--- src/rtl/lc3b_types.sv ---
// Shared LC-3b type definitions: decoded control word, PC and performance-counter types.
package lc3b_types;

    typedef logic [15:0] lc3b_pc;
    typedef logic [31:0] lc3b_perf_cnt;

    typedef struct packed {
        logic [3:0] opcode;
        logic [2:0] aluop;
        logic [1:0] pcmux_sel;
        logic [1:0] regfilemux_sel;
        logic       load_regfile;
        logic       load_cc;
        logic       mem_read;
        logic       mem_write;
        logic       mem_byte;
    } lc3b_control_word;

    localparam int LC3B_CW_BITS = $bits(lc3b_control_word);
    localparam lc3b_control_word LC3B_NOP_CW = '0;

endpackage

--- src/rtl/lc3b_ctrl_stage.sv ---
// One control-word pipeline stage register: flush beats hold, hold beats bubble,
// bubble beats load. Invalid contents are always forced to zero.
module lc3b_ctrl_stage #(
    parameter int CW_WIDTH = 16,
    parameter int PC_WIDTH = 16
) (
    input  logic                clk,
    input  logic                reset,
    input  logic                flush_i,
    input  logic                hold_i,
    input  logic                bubble_i,
    input  logic                valid_i,
    input  logic [CW_WIDTH-1:0] cw_i,
    input  logic [PC_WIDTH-1:0] pc_i,
    output logic                valid_o,
    output logic [CW_WIDTH-1:0] cw_o,
    output logic [PC_WIDTH-1:0] pc_o
);

    logic                valid_q, valid_d;
    logic [CW_WIDTH-1:0] cw_q, cw_d;
    logic [PC_WIDTH-1:0] pc_q, pc_d;

    always_comb begin
        valid_d = valid_q;
        cw_d    = cw_q;
        pc_d    = pc_q;
        if (flush_i || (!hold_i && bubble_i)) begin
            valid_d = 1'b0;
            cw_d    = '0;
            pc_d    = '0;
        end else if (!hold_i) begin
            // An invalid upstream slot still lands as an all-zero bubble.
            valid_d = valid_i;
            cw_d    = valid_i ? cw_i : '0;
            pc_d    = valid_i ? pc_i : '0;
        end
    end

    always_ff @(posedge clk or posedge reset) begin
        if (reset) begin
            valid_q <= 1'b0;
            cw_q    <= '0;
            pc_q    <= '0;
        end else begin
            valid_q <= valid_d;
            cw_q    <= cw_d;
            pc_q    <= pc_d;
        end
    end

    assign valid_o = valid_q;
    assign cw_o    = cw_q;
    assign pc_o    = pc_q;

endmodule

--- src/rtl/lc3b_ctrl_pipe.sv ---
// Rigid N-stage control-word pipeline with stall back-propagation, flush-younger,
// bubble insertion and retire/bubble performance counters.
module lc3b_ctrl_pipe
    import lc3b_types::*;
#(
    parameter int STAGES    = 4,
    parameter int CW_WIDTH  = LC3B_CW_BITS,
    parameter int PC_WIDTH  = 16,
    parameter int CNT_WIDTH = 32
) (
    input  logic                         clk,
    input  logic                         reset,
    input  logic                         in_valid,
    input  logic [CW_WIDTH-1:0]          in_cw,
    input  logic [PC_WIDTH-1:0]          in_pc,
    output logic                         in_ready,
    input  logic [STAGES-1:0]            stall,
    input  logic [STAGES-1:0]            flush,
    output logic [STAGES-1:0]            stage_valid,
    output logic [STAGES*CW_WIDTH-1:0]   stage_cw,
    output logic [STAGES*PC_WIDTH-1:0]   stage_pc,
    output logic                         retire,
    output logic [CNT_WIDTH-1:0]         retire_count,
    output logic [CNT_WIDTH-1:0]         bubble_count
);

    localparam logic [CNT_WIDTH-1:0] CNT_ONE = {{(CNT_WIDTH-1){1'b0}}, 1'b1};

    logic [STAGES-1:0]   hold;
    logic [STAGES-1:0]   flush_any;
    logic [CW_WIDTH-1:0] cw_arr [STAGES];
    logic [PC_WIDTH-1:0] pc_arr [STAGES];
    logic                bubble_out;
    logic [CNT_WIDTH-1:0] retire_cnt_q, retire_cnt_d;
    logic [CNT_WIDTH-1:0] bubble_cnt_q, bubble_cnt_d;

    // A stall freezes its stage and everything younger; a flush kills its stage and everything younger.
    always_comb begin
        hold      = stall;
        flush_any = flush;
        for (int i = STAGES - 2; i >= 0; i--) begin
            hold[i]      = stall[i] | hold[i+1];
            flush_any[i] = flush[i] | flush_any[i+1];
        end
    end

    assign in_ready = !hold[0];

    for (genvar i = 0; i < STAGES; i++) begin : g_stage
        if (i == 0) begin : g_head
            lc3b_ctrl_stage #(.CW_WIDTH(CW_WIDTH), .PC_WIDTH(PC_WIDTH)) u_stage (
                .clk      (clk),
                .reset    (reset),
                .flush_i  (flush_any[i]),
                .hold_i   (hold[i]),
                .bubble_i (1'b0),
                .valid_i  (in_valid),
                .cw_i     (in_cw),
                .pc_i     (in_pc),
                .valid_o  (stage_valid[i]),
                .cw_o     (cw_arr[i]),
                .pc_o     (pc_arr[i])
            );
        end else begin : g_body
            lc3b_ctrl_stage #(.CW_WIDTH(CW_WIDTH), .PC_WIDTH(PC_WIDTH)) u_stage (
                .clk      (clk),
                .reset    (reset),
                .flush_i  (flush_any[i]),
                .hold_i   (hold[i]),
                .bubble_i (hold[i-1]),
                .valid_i  (stage_valid[i-1]),
                .cw_i     (cw_arr[i-1]),
                .pc_i     (pc_arr[i-1]),
                .valid_o  (stage_valid[i]),
                .cw_o     (cw_arr[i]),
                .pc_o     (pc_arr[i])
            );
        end
        assign stage_cw[i*CW_WIDTH +: CW_WIDTH] = cw_arr[i];
        assign stage_pc[i*PC_WIDTH +: PC_WIDTH] = pc_arr[i];
    end

    assign retire     =  stage_valid[STAGES-1] & !hold[STAGES-1] & !flush[STAGES-1];
    assign bubble_out = !stage_valid[STAGES-1] & !hold[STAGES-1] & !flush[STAGES-1];

    always_comb begin
        retire_cnt_d = retire_cnt_q;
        bubble_cnt_d = bubble_cnt_q;
        if (retire)     retire_cnt_d = retire_cnt_q + CNT_ONE;
        if (bubble_out) bubble_cnt_d = bubble_cnt_q + CNT_ONE;
    end

    always_ff @(posedge clk or posedge reset) begin
        if (reset) begin
            retire_cnt_q <= '0;
            bubble_cnt_q <= '0;
        end else begin
            retire_cnt_q <= retire_cnt_d;
            bubble_cnt_q <= bubble_cnt_d;
        end
    end

    assign retire_count = retire_cnt_q;
    assign bubble_count = bubble_cnt_q;

endmodule

--- config.mk ---
export PLATFORM = sky130hd
export DESIGN_NAME = lc3b_ctrl_pipe
export DESIGN_NICKNAME = d
export VERILOG_FILES = /design/src/rtl/lc3b_types.sv /design/src/rtl/lc3b_ctrl_stage.sv /design/src/rtl/lc3b_ctrl_pipe.sv
export SDC_FILE = /design/constraint.sdc
export NUM_CORES = 1
export LEC_CHECK = 0
export BUFFER_PORTS_ARGS = -buffer_cell sky130_fd_sc_hd__buf_2
export CAP_MARGIN = 25
export CELL_PAD_IN_SITES_DETAIL_PLACEMENT = 0
export CELL_PAD_IN_SITES_GLOBAL_PLACEMENT = 2
export CORE_MARGIN = 2
export CORE_UTILIZATION = 30
export CTS_BUF_LIST = sky130_fd_sc_hd__clkbuf_16
export DETAILED_ROUTE_END_ITERATION = 16
export PLACE_DENSITY = 0.83
export SYNTH_ARGS = -nofsm -noshare
export SYNTH_HDL_FRONTEND = slang
export SYNTH_SLANG_ARGS = --single-unit
--- constraint.sdc ---
create_clock -name clk -period 6 [get_ports clk]
set_input_delay 0.3 -clock clk [delete_from_list [all_inputs] [get_ports clk]]
set_output_delay 0.3 -clock clk [all_outputs]
set_load 0.005 [all_outputs]
# Word level (Yosys, flattened, before mapping)
# Cells that the tools add are included.
# word_totals
register_bits	196
latchBits	0
ram_bits	0
romBits	0
input_bits	43
out_inout_bits	198
wordCells	74
mem_count	0
# classes
add_sub_neg	2
n_mul	0
n_div	0
order_cmp	0
n_eq_ne	4
n_shift	0
muxes	32
n_bitwise	10
reduce_logical	12
# op_table
operator	count
$mux W16	24
$add A32 B1 Y32 const B	2
$mux W1	8
$logic_not A1 Y1	6
$or A1 B1 Y1	6
$and A1 B1 Y1	4
$ne A2 B1 Y1 const B	2
$ne A2 B2 Y1 const B	2
$logic_and A1 B1 Y1	3
$logic_or A1 B1 Y1	3

# Logic depth before layout (Yosys ltp)
# logic_depth
word_depth	6
ltp_mapped	7
depth_no_buf	6

# By module
# Synthesis repeated with hierarchy kept, for this count alone.
# unflattened
hier_cells	870
area_unflattened_um2	9320.2
# by_module_without_submodules
mod	n_inst	cells_per_inst	area_per_inst_um2	seq_area_each_um2
lc3b_ctrl_stage	4	150	1577.8	825.8
lc3b_ctrl_pipe	1	270	3009.1	1601.5

# Least setup slack after synthesis
# Ideal clock, no wire load.
# synth_timing
path_kind	input port to flip-flop
startpoint	input port stall[3]
endpoint	register retire_cnt_q[31] (netlist: retire_count[31])
setup_time_ns	0.123
arrival_ns	1.712
required_time_ns	5.877
path_slack_ns	4.164
path_stages	7
n_path_buf	2
cell_sequence	buf_2 or3b_4 nor4_4 and3_1 buf_4 nand4_4 xnor2_2
# synth_via
elab_chain_cells	3
# synth_rtl
element	line	text
start: declaration	lc3b_ctrl_pipe.sv:17	input logic [STAGES-1:0] stall,
$logic_not A1 Y1	n/a	
$and A1 B1 Y1 (2 in a row)	lc3b_ctrl_pipe.sv:83	assign retire = stage_valid[STAGES-1] & !hold[STAGES-1] & !flush[STAGES-1];
end signal: assignment	lc3b_ctrl_pipe.sv:98	retire_cnt_q <= retire_cnt_d;
end: declaration	lc3b_ctrl_pipe.sv:34	logic [CNT_WIDTH-1:0] retire_cnt_q, retire_cnt_d;
# No other way between the ends.
# A chain may end at the register's enable or synchronous reset.

# Final worst setup path
# layout_timing
startpoint	register retire_cnt_q[3] (netlist: retire_count[3])
endpoint	register retire_cnt_q[24] (netlist: retire_count[24])
# layout_via
elab_chain_cells	1
# layout_rtl
element	line	text
$add A32 B1 Y32	lc3b_ctrl_pipe.sv:89	if (retire) retire_cnt_d = retire_cnt_q + CNT_ONE;
# No other way between the ends.

==> qor.yml <==
post-synth-top-area-cell: "dfrtp_1"
dp_slack_ps: 3600
crit_family: "simple AND/OR/NAND/NOR gates"
slew_headroom: 0.407
finalClockSkew_ps: 12.6
dieWidth_um: 164
hold_violations: 0
syn_area_um2: 7650
fillers: 2509
clk_pin_slew_ps: 90
report.final.slew_viol_count: 0
post-route-period-util: 0.335
power_mw: 2.65
synthCells: 558
cts_resized: 0
io_buffers: 240
postSynthAreaPerCell_um2: 13.7
wl_per_cell_um: 18.2
die_area_um2: 26800
regArea_um2: 4900
coreArea_um2: 25100
fin_nets: 839
worst_path_largest_cell_delay_ps: 450
startpoint_type: "flop"
yosys_register_bits: 196
layout_commonest_cell: "buf_2"
rows: 58
grt_pass1_vias: 5461
p_per_area_nw_per_um2: 268
path_class: "reg -> reg"
multi_input_area_um2: 2630
synth.net_count: 603
start_util: 0.305
period_minus_slack_ps: 2010
h-tree-depth: 4
finalSetupViolations: 0
p_leak_nw: 5.38
ir_worst_vdd_mv: 0.131
hold_class: "in -> reg"
grt_overflow: 0
drive_above_1_share: 0.383
yosysSeqAreaShare: 0.641
end_kind: "flop"
tightestPinTransition_ps: 888
fin_ws_ps: 3990
gp_congestion: 0.794
outcome: "finished, final reports clean"
drt_iter0_markers: 289
yosys.cell_types.count: 36
num_io_pins: 241
via_per_inst: 4.86
dr.pass1.iters: 4
drt_wl_total_um: 20700
async_reset_ff_frac: 1.00
grt_pass1_wl_um: 32200
placed_area_um2: 9230
synth_edf_count: 0
syn2layout_area_growth_pct: 29.1
layout.cells.most_common_list: "buf_2 (240), dfrtp_1 (196), a22o_1 (128)"
grt_usage: 0.155
worst_ep_arrival_time_ps: 2320
clock-sinks: 196
critical_path.slowest_cell: "dfrtp_1"
root_buffer: "clkbuf_16"
critPathMaxFanout: 6
path_cells: "nand4_1 -> or2_2 -> nor3_2 -> nand4_1 -> xnor2_1"
maxCapViolCount: 0
cp.buffers_inverters: 0
clk_path_buf_depth: 2
hpwl_um: 14500
yosysTopAreaCellShare: 0.641
timing.fmax_ghz: 0.497
antenna_found_initial: 0
yosys-top-cells-area: "dfrtp_1 (64%), a22o_1 (15%), xnor2_1 (4.7%), xor2_1 (2.3%), nand4_1 (1.3%)"
n_antenna_cell: 0
final_util: 0.393
worst_ep_required_time_ps: 6310
vias: 5527
ys_dominant_reg_cell: "dfrtp_1"
fin_cells: 1137
dpl.cell_count: 1103
numCtsBuffers: 17
fin_worst_hold_slack_ps: 78.6
grt_max_degree: 134
cts_tree: "built"
ys.warnings.count: 0
cpMostUsedCell: "nand4_1"
cts_hold_buf: 0
fin_tns_setup_ps: 0
final_cell_area_um2: 9880
clk-insertion-delay-late_ps: 430
rsz0062_at_grt: "false"
die_h_um: 164
drcViolationCount: 0
cts_setup_buffers: 0
antenna_left: 0
-- Yosys cell counts (all sizes together), types with 4 or more instances --
cell type	instances
a21o	4
a22o	128
and3	13
and4	7
buf	18
clkbuf	15
dfrtp	196
nand2	26
nand3	18
nand4	18
nor2	16
nor3	10
nor4	8
xnor2	42
xor2	20
-- logic make-up after synthesis --
group	Yosys count	synth area share
flip-flops	196	0.641
multiplexers	2	0.00294
AND/OR/NAND/NOR	127	0.108
adder cells (fa/ha/maj)	2	0.00327
buffers and inverters	37	0.0227
XOR/XNOR	62	0.0719
AO/OA/AOI/OAI	132	0.150
-- per-layer routing --
metal / vias up / share of wire / track usage
met5: - / 0 / 0
met4: 0 / 0.013 / 0.0391
met3: 17 / 0.070 / 0.0487
met2: 190 / 0.46 / 0.237
met1: 2771 / 0.46 / 0.213
li1: 2549 / - / -
-- worst register-to-register path, cell delays in order, from the launching register on --
cell     delay [ps]
dfrtp_1         450
nand4_1         320
or2_2           420
nor3_2          390
nand4_1         160
xnor2_1         140
-- layout make-up --
| class | count | share of cell area |
|---|---|---|
| timing repair buffer | 250 | 0.132 |
| sequential | 196 | 0.497 |
| clock inverter | 15 | 0.0185 |
| tap | 330 | 0.0418 |
| inverter | 4 | 0.00228 |
| clock buffer | 17 | 0.0431 |
| multi-input combinational | 325 | 0.266 |
-- path summary, 6_finish.rpt --
path | cells after the start | slack [ps] | start | to
setup / recovery | 5 | 3990 | retire_count[3] | retire_count[24]
hold / removal | 2 | 80 | in_pc[13] | g_stage[0].g_head.u_stage.pc_o[13]
setup reg to reg | 5 | 3990 | retire_count[3] | retire_count[24]
hold reg to reg | 1 | 470 | bubble_count[31] | bubble_count[31]
max in group asynchronous | 4 | 4670 | reset | g_stage[1].g_body.u_stage.cw_o[2]
min in group asynchronous | 3 | 320 | reset | retire_count[31]
-- power by group --
part	switching, mW	internal, mW
registers	0.0307	1.34
logic	0.0793	0.0473
clock network	0.585	0.569
total	0.695	1.95
-- state kept, by name (all words and copies together), names as in the netlist --
| register | count |
|---|---|
| g_stage.g_head.u_stage.cw_o | 16 |
| retire_count | 32 |
| g_stage.g_head.u_stage.pc_o | 16 |
| bubble_count | 32 |
| g_stage.g_body.u_stage.cw_o | 48 |
| g_stage.g_body.u_stage.valid_o | 3 |
| g_stage.g_head.u_stage.valid_o | 1 |
| g_stage.g_body.u_stage.pc_o | 48 |
Note: power is estimated with default switching activity, not from simulation.
